`src/rtl/mdio_phy_resp.sv`:
```
`timescale 1ns/1ps
`default_nettype none
// ============================================================================
// Module   : mdio_phy_resp
// Brief    : Clause-22 MDIO responder standing in for an external PHY.
// Revision : 1.0 - initial release
// ============================================================================
module mdio_phy_resp #(
  parameter logic [4:0]  PHY_ADDR = 5'd0,
  parameter logic [15:0] PHY_ID1  = 16'h0022,
  parameter logic [15:0] PHY_ID2  = 16'h1622
) (
  input  logic        clk,
  input  logic        reset,
  input  logic        i_mdc,
  input  logic        i_mdio,
  output logic        o_mdio,
  output logic        o_mdio_oe,
  output logic        o_wr_vld,
  output logic [4:0]  o_wr_addr,
  output logic [15:0] o_wr_data
);

  typedef enum logic [2:0] {
    S_IDLE  = 3'd0,
    S_ST    = 3'd1,
    S_OP    = 3'd2,
    S_PHYAD = 3'd3,
    S_REGAD = 3'd4,
    S_TA    = 3'd5,
    S_DATA  = 3'd6
  } state_t;

  state_t      r_state, w_state_nxt;
  logic        r_mdc_s1, r_mdc_s2, r_mdc_d, r_mdio_s1, r_mdio_s2;
  logic        w_rise, w_fall, w_bit, w_step, w_drive, w_last_addr_bit;
  logic        w_writable, w_wr_fire;
  logic [4:0]  w_addr_full;
  logic [15:0] w_rd_val, w_wr_data;
  logic [5:0]  r_pre_cnt;
  logic [4:0]  r_bit_cnt, r_regad;
  logic [3:0]  r_addr_sr;
  logic        r_op_msb, r_is_read, r_match;
  logic [15:0] r_sr;
  logic [14:0] r_reg0;
  logic [15:0] r_reg4, r_reg31;

  always_ff @(posedge clk or posedge reset) begin
    if (reset) begin
      r_mdc_s1  <= 1'b0;
      r_mdc_s2  <= 1'b0;
      r_mdc_d   <= 1'b0;
      r_mdio_s1 <= 1'b1;
      r_mdio_s2 <= 1'b1;
    end else begin
      r_mdc_s1  <= i_mdc;
      r_mdc_s2  <= r_mdc_s1;
      r_mdc_d   <= r_mdc_s2;
      r_mdio_s1 <= i_mdio;
      r_mdio_s2 <= r_mdio_s1;
    end
  end

  assign w_rise          = r_mdc_s2 & ~r_mdc_d;
  assign w_fall          = ~r_mdc_s2 & r_mdc_d;
  assign w_bit           = r_mdio_s2;
  assign w_drive         = r_is_read & r_match;
  assign w_addr_full     = {r_addr_sr, w_bit};
  assign w_last_addr_bit = (r_bit_cnt == 5'd4);
  assign w_wr_data       = {r_sr[14:0], w_bit};
  assign w_writable      = (r_regad == 5'd0) || (r_regad == 5'd4) || (r_regad == 5'd31);
  assign w_wr_fire       = (r_state == S_DATA) && !r_is_read && r_match && w_rise &&
                           (r_bit_cnt == 5'd15) && w_writable;
  // A matched read is clocked by MDC falls once it reaches turnaround; all else by rises.
  assign w_step          = (w_drive && (r_state == S_TA || r_state == S_DATA)) ? w_fall : w_rise;

  always_comb begin
    w_rd_val = 16'h0000;
    case (w_addr_full)
      5'd0:    w_rd_val = {1'b0, r_reg0};
      5'd1:    w_rd_val = 16'h786D;
      5'd2:    w_rd_val = PHY_ID1;
      5'd3:    w_rd_val = PHY_ID2;
      5'd4:    w_rd_val = r_reg4;
      5'd31:   w_rd_val = r_reg31;
      default: w_rd_val = 16'h0000;
    endcase
  end

  always_ff @(posedge clk or posedge reset) begin
    if (reset) r_state <= S_IDLE;
    else       r_state <= w_state_nxt;
  end

  always_comb begin
    w_state_nxt = r_state;
    case (r_state)
      S_IDLE:  if (w_rise && !w_bit && r_pre_cnt[5]) w_state_nxt = S_ST;
      S_ST:    if (w_rise) w_state_nxt = w_bit ? S_OP : S_IDLE;
      S_OP:    if (w_rise && r_bit_cnt[0])
                 w_state_nxt = (r_op_msb != w_bit) ? S_PHYAD : S_IDLE;
      S_PHYAD: if (w_rise && w_last_addr_bit) w_state_nxt = S_REGAD;
      S_REGAD: if (w_rise && w_last_addr_bit) w_state_nxt = S_TA;
      S_TA: begin
        if (w_drive) begin
          if (w_fall && r_bit_cnt == 5'd2) w_state_nxt = S_DATA;
        end else if (w_rise && r_bit_cnt[0]) begin
          w_state_nxt = (!r_is_read && w_bit) ? S_IDLE : S_DATA;
        end
      end
      S_DATA: begin
        if (w_drive) begin
          if (w_fall && r_bit_cnt == 5'd16) w_state_nxt = S_IDLE;
        end else if (w_rise && r_bit_cnt == 5'd15) begin
          w_state_nxt = S_IDLE;
        end
      end
      default: w_state_nxt = S_IDLE;
    endcase
  end

  always_ff @(posedge clk or posedge reset) begin
    if (reset) begin
      r_pre_cnt <= 6'd0;
      r_bit_cnt <= 5'd0;
      r_regad   <= 5'd0;
      r_addr_sr <= 4'd0;
      r_op_msb  <= 1'b0;
      r_is_read <= 1'b0;
      r_match   <= 1'b0;
      r_sr      <= 16'h0000;
      r_reg0    <= 15'h1140;
      r_reg4    <= 16'h01E1;
      r_reg31   <= 16'h0000;
      o_mdio    <= 1'b1;
      o_mdio_oe <= 1'b0;
      o_wr_vld  <= 1'b0;
      o_wr_addr <= 5'd0;
      o_wr_data <= 16'h0000;
    end else begin
      o_wr_vld <= 1'b0;

      if (r_state == S_TA && w_state_nxt == S_DATA && w_drive) r_bit_cnt <= 5'd1;
      else if (w_state_nxt != r_state)                          r_bit_cnt <= 5'd0;
      else if (w_step)                                          r_bit_cnt <= r_bit_cnt + 5'd1;

      if (r_state != S_IDLE) r_pre_cnt <= 6'd0;
      else if (w_rise) begin
        if (!w_bit)                  r_pre_cnt <= 6'd0;
        else if (r_pre_cnt != 6'd63) r_pre_cnt <= r_pre_cnt + 6'd1;
      end

      if (r_state == S_OP && w_rise) begin
        if (!r_bit_cnt[0]) r_op_msb  <= w_bit;
        else               r_is_read <= r_op_msb;
      end

      if ((r_state == S_PHYAD || r_state == S_REGAD) && w_rise) begin
        r_addr_sr <= w_addr_full[3:0];
        if (w_last_addr_bit) begin
          if (r_state == S_PHYAD) r_match <= (w_addr_full == PHY_ADDR);
          else begin
            r_regad <= w_addr_full;
            if (w_drive) r_sr <= w_rd_val;
          end
        end
      end

      if (r_state == S_TA && w_drive && w_fall) begin
        if (r_bit_cnt == 5'd0) o_mdio_oe <= 1'b0;
        else if (r_bit_cnt == 5'd1) begin
          o_mdio_oe <= 1'b1;
          o_mdio    <= 1'b0;
        end else begin
          o_mdio_oe <= 1'b1;
          o_mdio    <= r_sr[15];
          r_sr      <= {r_sr[14:0], 1'b0};
        end
      end

      if (r_state == S_DATA && w_drive && w_fall) begin
        if (r_bit_cnt == 5'd16) begin
          o_mdio_oe <= 1'b0;
          o_mdio    <= 1'b1;
        end else begin
          o_mdio <= r_sr[15];
          r_sr   <= {r_sr[14:0], 1'b0};
        end
      end

      if (r_state == S_DATA && !w_drive && w_rise) r_sr <= w_wr_data;

      if (w_wr_fire) begin
        case (r_regad)
          5'd0:    r_reg0  <= w_wr_data[14:0];
          5'd4:    r_reg4  <= w_wr_data;
          default: r_reg31 <= w_wr_data;
        endcase
        o_wr_vld  <= 1'b1;
        o_wr_addr <= r_regad;
        o_wr_data <= w_wr_data;
      end
    end
  end

endmodule
`default_nettype wire

```
`config.mk`:
```
export PLATFORM = sky130hd
export DESIGN_NAME = mdio_phy_resp
export DESIGN_NICKNAME = d
export VERILOG_FILES = /design/src/rtl/mdio_phy_resp.sv
export SDC_FILE = /design/constraint.sdc
export NUM_CORES = 1
export LEC_CHECK = 0
export CAP_MARGIN = 15
export CORE_MARGIN = 4
export CORE_UTILIZATION = 25
export CTS_BUF_LIST = sky130_fd_sc_hd__clkbuf_4
export DETAILED_ROUTE_END_ITERATION = 10
export PLACE_DENSITY = 0.44
export SYNTH_ARGS = -nofsm -noshare
export SYNTH_HDL_FRONTEND = slang
export SYNTH_SLANG_ARGS = --single-unit
export TNS_END_PERCENT = 20
```
`constraint.sdc`:
```
create_clock -name clk -period 6.8 [get_ports clk]
set_input_delay 0.68 -clock clk [delete_from_list [all_inputs] [get_ports clk]]
set_output_delay 0.68 -clock clk [all_outputs]
set_load 0.03 [all_outputs]
```
* Word-level counts from Yosys, hierarchy flattened
Index checks and enable logic that the tools add are counted.
** Storage, ports and cells
- Output and inout port bits :: 24
- Logic and storage cells :: 149
- Register bits after elaboration :: 118
** Cells by class
- Reduce and logical (&&, ||, !) cells :: 49
- Eq/ne operators :: 24
- Add/subtract/negate cells :: 2
- Bitwise logic cells :: 8
- Multiplexer cells :: 44
** Operator list (number)
- $mux W16 :: 10
- $pmux W16 S6 :: 1
- $mux W3 :: 12
- $logic_and A1 B1 Y1 :: 24
- $mux W6 :: 4
- $pmux W3 S7 :: 1
- $eq A5 B2 Y1 const B :: 3
- $eq A5 B3 Y1 const B :: 3
- $eq A5 B5 Y1 const B :: 3
- $logic_not A5 Y1 :: 3
- $mux W5 :: 3
- $reduce_and A2 Y1 :: 7
- $eq A3 B3 Y1 const B :: 4
- $mux W1 :: 11
- $eq A5 B1 Y1 const B :: 2
- $add A6 B1 Y6 const B :: 1
- $eq A3 B2 Y1 const B :: 2
- $ne A6 B6 Y1 const B :: 1
- $reduce_and A3 Y1 :: 2
- $reduce_bool A3 Y1 :: 2
- $add A5 B1 Y5 const B :: 1
- $eq A5 B4 Y1 const B :: 1
- $not A1 Y1 :: 5
- $logic_or A1 B1 Y1 :: 4
- 11 further kinds :: 17

* Depth between registers and ports, before layout
Gate-level depths: netlist of the first run.
- Depth in word-level cells :: 12
- Mapped depth :: 9
- Depth with buffers taken out :: 8

* Worst setup path before layout of the first run
OpenSTA, ideal clock, no wires.
- Kind :: register -> register
- Start :: register r_bit_cnt[0]
- End :: register r_reg0[0]
- Library setup time :: 0.128 ns
- Cell stages (with the launch flop) :: 10
- Arrival :: 2.061 ns
- Slack :: 4.611 ns
- Path buffers :: 1
- Cells stage by stage :: dfrtp_1 ha_1 and3_1 ha_1 nand2_1 nor4_4 nand2_1 nor2_4 buf_6 mux2_1
** On the way
- Cells in the longest elaborated chain, start to end :: 4
** Ends and longest elaborated chain
- start: declaration :: RTL line 41 : logic [4:0] r_bit_cnt, r_regad;
- start signal: assignment :: RTL line 145 : else if (w_step) r_bit_cnt <= r_bit_cnt + 5'd1;
- $eq A5 B4 Y1 :: RTL line 73 : (r_bit_cnt == 5'd15) && w_writable;
- $logic_and A1 B1 Y1 :: RTL line 72 : assign w_wr_fire = (r_state == S_DATA) && !r_is_read && r_match && w_rise &&
- $logic_and A1 B1 Y1 :: RTL line 73
- $reduce_and A2 Y1 (no line)
- end signal: assignment :: RTL line 195 : 5'd0: r_reg0 <= w_wr_data[14:0];
- end: declaration :: RTL line 45 : logic [14:0] r_reg0;
Every way passes these cells.
A chain may end at the register's enable or synchronous reset.

* Final worst setup path of the first run
- Start :: register r_mdc_s2
- End :: register r_reg31[3]
** On the way
- Cells in the longest elaborated chain, start to end :: 5
** Ends and longest elaborated chain
- start: declaration :: RTL line 35 : logic r_mdc_s1, r_mdc_s2, r_mdc_d, r_mdio_s1, r_mdio_s2;
- start signal: assignment :: RTL line 57 : r_mdc_s2 <= r_mdc_s1;
- $and A1 B1 Y1 :: RTL line 64 : assign w_rise = r_mdc_s2 & ~r_mdc_d;
- $logic_and A1 B1 Y1 (2 in series) :: RTL line 72
- $logic_and A1 B1 Y1 :: RTL line 73
- $reduce_and A2 Y1 (no line)
- end signal: assignment :: RTL line 197 : default: r_reg31 <= w_wr_data;
- end: declaration :: RTL line 46 : logic [15:0] r_reg4, r_reg31;
Every way passes these cells.

==> results of run 1 <==
## area by class of cell
type                            count  area [sq um]  area share, %
Timing Repair Buffer               32           308           4.67
Inverter                           13          51.3          0.778
Tap cell                          285           357           5.41
Sequential cell                   118          2970           45.0
Clock inverter                     15           178           2.70
Multi-Input combinational cell    347          2610           39.5
Clock buffer                       17           128           1.94
## through the flow
stage / worst slack, ns / utilization (%) / power, mW
global placement: 3.83 / 27.8 / 0.858
floorplan: 3.01 / - / 0.828
finish: 3.83 / 29.1 / 1.40
global route: 3.56 / 29.1 / 1.47
detailed placement: 3.81 / 27.8 / 0.859
CTS: 3.78 / 29.1 / 1.42
## synth_stat cells, types with 3 or more instances
master / n / area (sq um)
dfrtp_1: 107 / 2680
mux2_2: 51 / 574
nand2_1: 36 / 135
a21oi_1: 29 / 145
o21ai_0: 24 / 120
nor2_1: 21 / 78.8
mux2_1: 20 / 225
clkbuf_1: 15 / 56.3
nor2b_1: 15 / 93.8
a221o_1: 13 / 130
inv_1: 12 / 45.0
dfstp_2: 11 / 289
o21ai_1: 11 / 55.1
nor3_1: 10 / 50.1
o211a_1: 7 / 70.1
a31oi_1: 6 / 37.5
and3_1: 6 / 37.5
buf_2: 6 / 30.0
ha_1: 6 / 75.1
nand2b_1: 6 / 37.5
nand3_1: 5 / 25.0
mux2i_1: 4 / 40.0
nand3b_1: 4 / 30.0
a211oi_1: 3 / 22.5
a22o_1: 3 / 26.3
a32oi_1: 3 / 26.3
and2_1: 3 / 18.8
buf_6: 3 / 33.8
nand4_1: 3 / 18.8
o211ai_1: 3 / 22.5
o22ai_1: 3 / 18.8
or4_1: 3 / 22.5
## cell usage in the layout (no fill, tap or decap), drive strengths merged, types with 15 or more instances in the layout
| master | n |
|---|---|
| clkbuf | 17 |
| dfrtp | 107 |
| o21ai | 35 |
| nor2 | 22 |
| clkdlybuf4s50 | 27 |
| nand2 | 36 |
| mux2 | 71 |
| a21oi | 29 |
| nor2b | 15 |
| inv | 15 |
## logic make-up (layout without fill, tap and decap cells)
family / count (synthesis) / after routing / synth area share (%)
AOI/OAI and AO/OA: 128 / 128 / 15.3
muxes: 75 / 75 / 14.6
DFF: 118 / 118 / 51.6
and+or+nand+nor: 135 / 135 / 13.5
xor gates and xnor gates: 3 / 3 / 0.457
adders and majority gates: 6 / 6 / 1.31
buffers and inverters: 39 / 77 / 3.20
## worst reg2reg max path, stage by stage (launching register included)
cell      delay (ns)
dfrtp_1         0.55
nand2b_1        0.51
nor4_4          0.49
nand4_1         0.58
buf_4           0.43
mux2_2          0.29
## power groups by stage
| stage | registers, mW | logic, mW | clock network, mW |
|---|---|---|---|
| after floorplan | 0.754 | 0.0731 | 0 |
| final | 0.752 | 0.0935 | 0.552 |
| after global routing | 0.756 | 0.109 | 0.607 |
| after global placement | 0.762 | 0.0954 | 0 |
| after CTS | 0.751 | 0.0949 | 0.576 |
| after detailed placement | 0.764 | 0.0946 | 0 |
## worst min-delay path by stage
stage	startpoint	end	slack (ns)	cells after the start
global placement	r_mdc_s1	r_mdc_s2	0.34	0
floorplan	r_mdc_s1	r_mdc_s2	0.33	0
CTS	r_mdc_s1	r_mdc_s2	0.36	0
finish	r_mdc_s1	r_mdc_s2	0.35	0
global route	r_mdio_s1	r_mdio_s2	0.37	0
detailed placement	r_mdc_s1	r_mdc_s2	0.34	0
## per-layer routing
metal  routed length, microns  global-route usage, %  part of all wire [%]
met5                        0                      0                     0
met1                     7000                   15.5                    49
met4                      142                   3.35                  0.99
met3                      481                   3.12                   3.3
met2                     6750                   18.4                    47
## sequential cells by signal, summed over array words and instances, names as in the netlist, 3 cells and up
name and count:
r_addr_sr 4, r_regad 5, r_reg31 16, r_state 3, o_wr_data 16, o_wr_addr 5
r_bit_cnt 5, r_reg0 15, r_reg4 16, r_sr 16, r_pre_cnt 6
==> results.ini, run 1 <==
[final_layout]
layout.cells.non_filler = 827
synthToLayoutAreaGrowth_pct = 14.6
drive_gt1_share_pct = 20.8
fin_area_sq_mm = 0.00659
fill_cells = 2338
nets = 539
antenna_cells = 0

[route]
routed_wl_microns = 14400
drt_iter0_drc = 234
routed_via_density = 4.92
dr_total_vias = 4072
ant_nets = 0
dr.pass1.iters = 5
wl_per_cell_microns = 17.4
route.detailed.drc = 0

[clock_network]
cts_tree = built
cts_hold_buf = 0
numCtsBuffers = 17
worstSkewPairLatency_ns = 0.55
htree_levels = 4
cts-resized-gates = 0
post_cts_buffers = 0
clockRootBuffer = clkbuf_4
clkSinkCount = 118
clkSlewWorstSetupHoldPaths_ns = 0.11
clockBufferDepth = 2

[yosys]
synth_ff_type = dfrtp_1
yosysWarnings = 0
syn_nets = 514
synth_cells = 504
synth-async-reset-ratio_pct = 100
synth_area_per_cell_sq_um = 11.4
ys_types = 70
synth_edf_count = 0
synth-seq-cells = 118
synth_area_sq_mm = 0.00575
yosysSeqAreaShare_pct = 51.6

[die]
start_util_pct = 25.4
die_h_microns = 160
pin_count = 28
die_w_microns = 160
dieArea_sq_mm = 0.0255
core_sq_mm = 0.0226
num_rows = 55

[timing]
tightest_slew_ns = 0.970
drv_slew = 0
fin_setup_tns_ns = 0
hold_violations = 0
maxSlewHeadroom_pct = 35.0
period_minus_slack_ns = 2.97
period_share_pct = 43.7
setup_violations = 0
hold_ws_ns = 0.353
rsz0062_at_grt = no
finClkSkew_ns = 0.0230
fmax_ghz = 0.337

[global_routing]
grt_pass1_vias = 4179
grt_pass1_wl_microns = 23500
grt-ovfl-total = 0
grt_antenna_before_repair = 0
grt_usage_pct = 11.6
grt_max_degree = 61

[pwr]
comb_power_share_pct = 6.7
p_sw_mw = 0.381
p_clk_share_pct = 39.5
vdd_drop_max_mv = 0.0783
p_sw_share_pct = 27.3
seq_power_share_pct = 53.8
p_leak_nw = 2.98
p_per_area_mw_per_mm2 = 212
p_int_mw = 1.02

[worst_setup_path]
max_stage_delay_ns = 0.57
end_kind = flip-flop
crit_buf_inv = 1
worst_ep_arrival_time_ns = 3.40
r2r_start = r_mdc_s2
critical_path.slowest_cell = nand4_1
critPathKind = reg2reg
critPathRequiredTime_ns = 7.23
reg2reg_slack_ns = 3.83
path_max_fanout = 17
reg2regPathDepth = 5
cp_num_cells = 5
crit_chain = nand2b_1, nor4_4, nand4_1, buf_4, mux2_2
regToRegEndpoint = r_reg31[3]
crit_family = simple AND/OR/NAND/NOR gates
start_kind = flip-flop
crit_path_end = r_reg31[3]
startpoint = r_mdc_s2

[placed_design]
post_dp_cell_area_sq_mm = 0.00629
dp_hpwl_microns = 9160
dpl.cell_count = 795
gp_congestion = 0.818
io_buffers = 27

[worst_hold_path]
holdCritPathClass = reg2reg

[job]
maxCapViolCount = 0

[run_status]
outcome = completed

No activity file was read; power rests on OpenSTA's default activity.
==> inputs of run 2 (changes only) <==
--- a/config.mk
+++ b/config.mk
@@ -10,7 +10,7 @@
 export CORE_UTILIZATION = 25
 export CTS_BUF_LIST = sky130_fd_sc_hd__clkbuf_4
 export DETAILED_ROUTE_END_ITERATION = 10
-export PLACE_DENSITY = 0.44
+export PLACE_DENSITY = 0.45
 export SYNTH_ARGS = -nofsm -noshare
 export SYNTH_HDL_FRONTEND = slang
 export SYNTH_SLANG_ARGS = --single-unit
==> constraint.sdc (replaced) <==
create_clock -name clk -period 2.7 [get_ports clk]
set_input_delay 0.27 -clock clk [delete_from_list [all_inputs] [get_ports clk]]
set_output_delay 0.27 -clock clk [all_outputs]
set_load 0.03 [all_outputs]
==> run 2 against run 1 <==
  * Routed wire length up 1.5%
  * Combinational power grew to 2.7 times the previous value
  * Design area up 3.9%
  * Critical path type unchanged
  * Largest cell class unchanged
  * Highest routed layer unchanged
==> results.ini, run 2 (synthesis results as in run 1) <==
[run_status]
outcome = completed

[placed_design]
io_buffers = 27
gp_congestion = 0.819
post_dp_cell_area_sq_mm = 0.00648
dp_hpwl_microns = 9770

[final_layout]
fin_area_sq_mm = 0.00685
layout_commonest_cell = dfrtp_1
mostFrequentLayoutCells = dfrtp_1 (107), mux2_2 (51), nand2_1 (36), a21oi_1 (29), clkdlybuf4s50_1 (27)
drive_gt1_share_pct = 23.7
nets = 559
synthToLayoutAreaGrowth_pct = 19.1

[worst_setup_path]
critical_path.slowest_cell = dfrtp_1
start_kind = flip-flop
max_stage_delay_ns = 0.50
cp_num_cells = 9
crit_path_end = r_reg0[2]
startpoint = r_bit_cnt[0]
end_kind = flip-flop
crit_buf_inv = 1
reg2regPathDepth = 9
crit_family = simple AND/OR/NAND/NOR gates
regToRegEndpoint = r_reg0[2]
worst_ep_arrival_time_ns = 2.86
path_max_fanout = 15
critPathRequiredTime_ns = 3.12
critPathKind = reg2reg
crit_chain = ha_1, and3_1, ha_1, nand2_1, nor4_4, nand2_1, nor2_4, buf_12, mux2_1
r2r_start = r_bit_cnt[0]
reg2reg_slack_ns = 0.26

[timing]
fin_setup_tns_ns = 0
tightest_slew_ns = 0.682
drv_slew = 0
period_share_pct = 90.3
maxSlewHeadroom_pct = 54.2
hold_violations = 0
rsz0062_at_grt = no
setup_violations = 0
finClkSkew_ns = 0.0217
fmax_ghz = 0.410
period_minus_slack_ns = 2.44

[route]
wl_per_cell_microns = 17.2
routed_wl_microns = 14600
routed_via_density = 4.96
dr_total_vias = 4209
ant_nets = 0
dr.pass1.iters = 4
route.detailed.drc = 0
drt_iter0_drc = 236

[global_routing]
grt-ovfl-total = 0
grt_usage_pct = 11.8
grt_antenna_before_repair = 1
grt_pass1_vias = 4301
grt_max_degree = 91
grt_pass1_wl_microns = 24100

[die]
pin_count = 28
start_util_pct = 25.4
die_w_microns = 160
dieArea_sq_mm = 0.0255
num_rows = 55
die_h_microns = 160
core_sq_mm = 0.0226

[clock_network]
clkSinkCount = 118
cts_hold_buf = 0
clockBufferDepth = 2
cts-resized-gates = 0
numCtsBuffers = 17
post_cts_buffers = 0
worstSkewPairLatency_ns = 0.54
cts_tree = built
clockRootBuffer = clkbuf_4
htree_levels = 4
clkSlewWorstSetupHoldPaths_ns = 0.12

[worst_hold_path]
holdCritPathClass = in2reg

[job]
maxCapViolCount = 0

[pwr]
p_leak_nw = 3.10
vdd_drop_max_mv = 0.312
p_per_area_mw_per_mm2 = 548

-- run 2: cell count changes in the layout (fill, tap and decap cells not counted), sizes merged --
cell      previous run  this run
buf                  5        25
bufinv               3         5
clkbuf              17        19
clkinv               9         3
clkinvlp             1         3
diode                0         1
-- run 2: how the worst min path moves through the flow --
stage                endpoint  cells past startpoint  startpoint
floorplan           r_mdio_s1                      0      i_mdio
global placement     r_mdc_s2                      0    r_mdc_s1
detailed placement   r_mdc_s2                      0    r_mdc_s1
CTS                 r_mdio_s1                      1      i_mdio
global route        r_mdio_s1                      1      i_mdio
finish              r_mdio_s1                      1      i_mdio
-- run 2: report_power, final --
group | leakage (nW) | total (mW) | switching [mW] | internal (mW)
clock | 0.185 | 1.61 | 0.743 | 0.863
sequential | 1.59 | 1.90 | 0.0832 | 1.81
combinational | 1.33 | 0.249 | 0.141 | 0.107
total | 3.10 | 3.75 | 0.967 | 2.78
-- run 2: stage by stage --
stage	power (mW)	hold slack (ns)	cells	utilization, %	worst slack [ns]
2_1_floorplan	2.08	0.274	504	-	0.511
3_3_place_gp	2.17	0.337	815	28.6	0.314
3_5_place_dp	2.17	0.339	815	28.6	0.273
4_1_cts	3.80	0.0933	847	30.2	0.244
5_1_grt	3.93	0.0887	848	30.2	0.0382
6_report	3.75	0.145	848	30.2	0.261
-- run 2: per-layer routing --
layer / routed length [microns] / up-vias / part of all wire, % / GRT usage, %
met5: 0 / - / 0 / 0
met4: 155 / 0 / 1.1 / 3.47
met3: 605 / 14 / 4.1 / 2.99
met2: 6930 / 113 / 47 / 18.4
met1: 6900 / 2107 / 47 / 16.1
li1: - / 1975 / - / -
-- run 2: cell type report --
type	count	area, sq um
Clock buffer	19	143
Fill cell	2277	15800
Sequential cell	118	2970
Tap cell	285	357
Antenna cell	1	2.50
Inverter	13	52.6
Multi-Input combinational cell	347	2600
Clock inverter	13	218
Timing Repair Buffer	52	508
-- run 2: worst reg2reg max path, stage by stage, from the launching register on --
cell and delay (ns):
dfrtp_1 0.50, ha_1 0.22, and3_1 0.16, ha_1 0.22, nand2_1 0.11, nor4_4 0.24, nand2_1 0.21, nor2_4 0.16
buf_12 0.17, mux2_1 0.34
==> inputs of run 3 (changes only) <==
--- a/config.mk
+++ b/config.mk
@@ -10,7 +10,8 @@
 export CORE_UTILIZATION = 25
 export CTS_BUF_LIST = sky130_fd_sc_hd__clkbuf_4
 export DETAILED_ROUTE_END_ITERATION = 10
-export PLACE_DENSITY = 0.45
+export DONT_BUFFER_PORTS = 1
+export PLACE_DENSITY = 0.44
 export SYNTH_ARGS = -nofsm -noshare
 export SYNTH_HDL_FRONTEND = slang
 export SYNTH_SLANG_ARGS = --single-unit
==> run 3 against run 2 <==
  * Critical path depth stayed put
  * Clock skew up 0.0016 ns
  * Via count decreased by 2.5%
  * Design area shrank 5.5%
  * Power shrank 12%
  * Global-route usage decreased by 0.15 points
  * Sequential power is essentially flat
  * Worst setup slack got worse by 0.047 ns
  * Die area stayed put
  * Sequential cell count unchanged
  * Final cell count down 3.2%
  * Critical path type unchanged
  * Critical endpoint is now r_reg0[4]
  * Largest cell class unchanged
  * Highest routed layer unchanged
==> results.ini, run 3 (synthesis results as in run 1) <==
[run_status]
outcome = completed

[pwr]
p_leak_nw = 2.97
p_per_area_mw_per_mm2 = 510
vdd_drop_max_mv = 0.276

[worst_setup_path]
startpoint = r_bit_cnt[0]
critPathKind = reg2reg
start_kind = flip-flop
end_kind = flip-flop
critPathRequiredTime_ns = 3.11
crit_chain = ha_1, and3_1, ha_1, nand2_1, nor4_4, nand2_1, nor2_4, buf_4, mux2_1
max_stage_delay_ns = 0.51
worst_ep_arrival_time_ns = 2.90
crit_buf_inv = 1
r2r_start = r_bit_cnt[0]
path_max_fanout = 15
critical_path.slowest_cell = dfrtp_1
crit_family = simple AND/OR/NAND/NOR gates

[timing]
setup_violations = 0
hold_violations = 0
tightest_slew_ns = 0.769
rsz0062_at_grt = no
period_minus_slack_ns = 2.49
period_share_pct = 92.1
drv_slew = 0
maxSlewHeadroom_pct = 48.7
finClkSkew_ns = 0.0234
fin_setup_tns_ns = 0
fmax_ghz = 0.402

[route]
routed_wl_microns = 14200
met3_length_microns = 578
dr.pass1.iters = 4
wl_met2_microns = 6620
met1_length_microns = 6800
wl_per_cell_microns = 17.2
route.detailed.drc = 0
drt_iter0_drc = 233
dr_total_vias = 4102
highest_layer = met4
routed_via_density = 5.00
ant_nets = 0

[final_layout]
fin_area_sq_mm = 0.00647
mostFrequentLayoutCells = dfrtp_1 (107), mux2_2 (51), nand2_1 (36), a21oi_1 (29), o21ai_0 (24)
layout_commonest_cell = dfrtp_1
fill_cells = 2352
synthToLayoutAreaGrowth_pct = 12.6
antenna_cells = 0
drive_gt1_share_pct = 24.1
nets = 533

[global_routing]
grt_usage_pct = 11.6
grt_max_degree = 50
grt_pass1_wl_microns = 23600
grt_antenna_before_repair = 0
grt_pass1_vias = 4178
grt-ovfl-total = 0

[placed_design]
dp_hpwl_microns = 9590
io_buffers = 0
gp_congestion = 0.894
post_dp_cell_area_sq_mm = 0.00620

[die]
pin_count = 28
num_rows = 55
die_w_microns = 160
die_h_microns = 160
dieArea_sq_mm = 0.0255
start_util_pct = 25.4
core_sq_mm = 0.0226

[clock_network]
worstSkewPairLatency_ns = 0.53
cts_tree = built
clkSinkCount = 118
clockBufferDepth = 2
cts-resized-gates = 0
htree_levels = 4
numCtsBuffers = 17
clkSlewWorstSetupHoldPaths_ns = 0.11
clockRootBuffer = clkbuf_4

[worst_hold_path]
hp-start = i_mdio
holdCritPathClass = in2reg

[job]
maxCapViolCount = 0

run 3: changes by cell type in the layout (fill, tap and decap cells not counted), sizes merged:
cell           delta
diode             -1
buf               -2
inv               -4
dlygate4sd3       +3
clkbuf            +2
bufinv            -4
clkdlybuf4s50    -27
clkinv            +6
run 3: power by group:
group	switching, mW	internal [mW]	total, mW
logic	0.135	0.107	0.242
registers	0.0891	1.81	1.90
clock network	0.675	0.484	1.16
run 3: path summary, 6_finish.rpt:
path	end	slack, ns	depth (start not counted)
max in group asynchronous	r_reg0[12]	1.58	3
min	r_mdio_s1	0.30	1
min reg2reg	r_mdc_s2	0.36	0
min in group asynchronous	r_sr[1]	0.35	2
max	r_reg0[4]	0.21	9
max reg2reg	r_reg0[4]	0.21	9
run 3: layout make-up:
cell class / instances / area (sq um) / share of cell area [%]
sequential: 118 / 2970 / 45.8
multi-input combinational: 347 / 2600 / 40.2
tap: 285 / 357 / 5.51
inverter: 13 / 52.6 / 0.812
clock inverter: 11 / 86.3 / 1.33
timing repair buffer: 26 / 253 / 3.90
clock buffer: 21 / 158 / 2.44
run 3: repair_timing:
action                                 CTS  global route
setup buffers                            0             0
endpoints found under the hold margin   27             0
hold buffers                             3             0
run 3: worst reg2reg max path: cells and delay by family, from the launching register on:
family,cells,cell delay [ns]
buf+inv,1,0.25
simple gates,5,0.84
fa+ha+maj,2,0.42
flops,1,0.51
mux,1,0.37
run 3: metrics by stage:
step	hold slack (ns)	setup WS, ns	utilization [%]	total power [mW]	cells
global route	0.235	0.0609	28.6	3.48	821
detailed placement	0.275	0.245	27.4	2.17	786
finish	0.297	0.214	28.6	3.30	821
global placement	0.275	0.286	27.4	2.17	786
floorplan	0.274	0.511	-	2.08	504
CTS	0.256	0.221	28.6	3.36	821
run 3: routing by layer:
layer  global-route usage (%)  up-vias
met5                        0        -
met2                     18.0       75
met1                     15.9     2101
li1                         -     1915
met3                     3.38       11
met4                     3.04        0
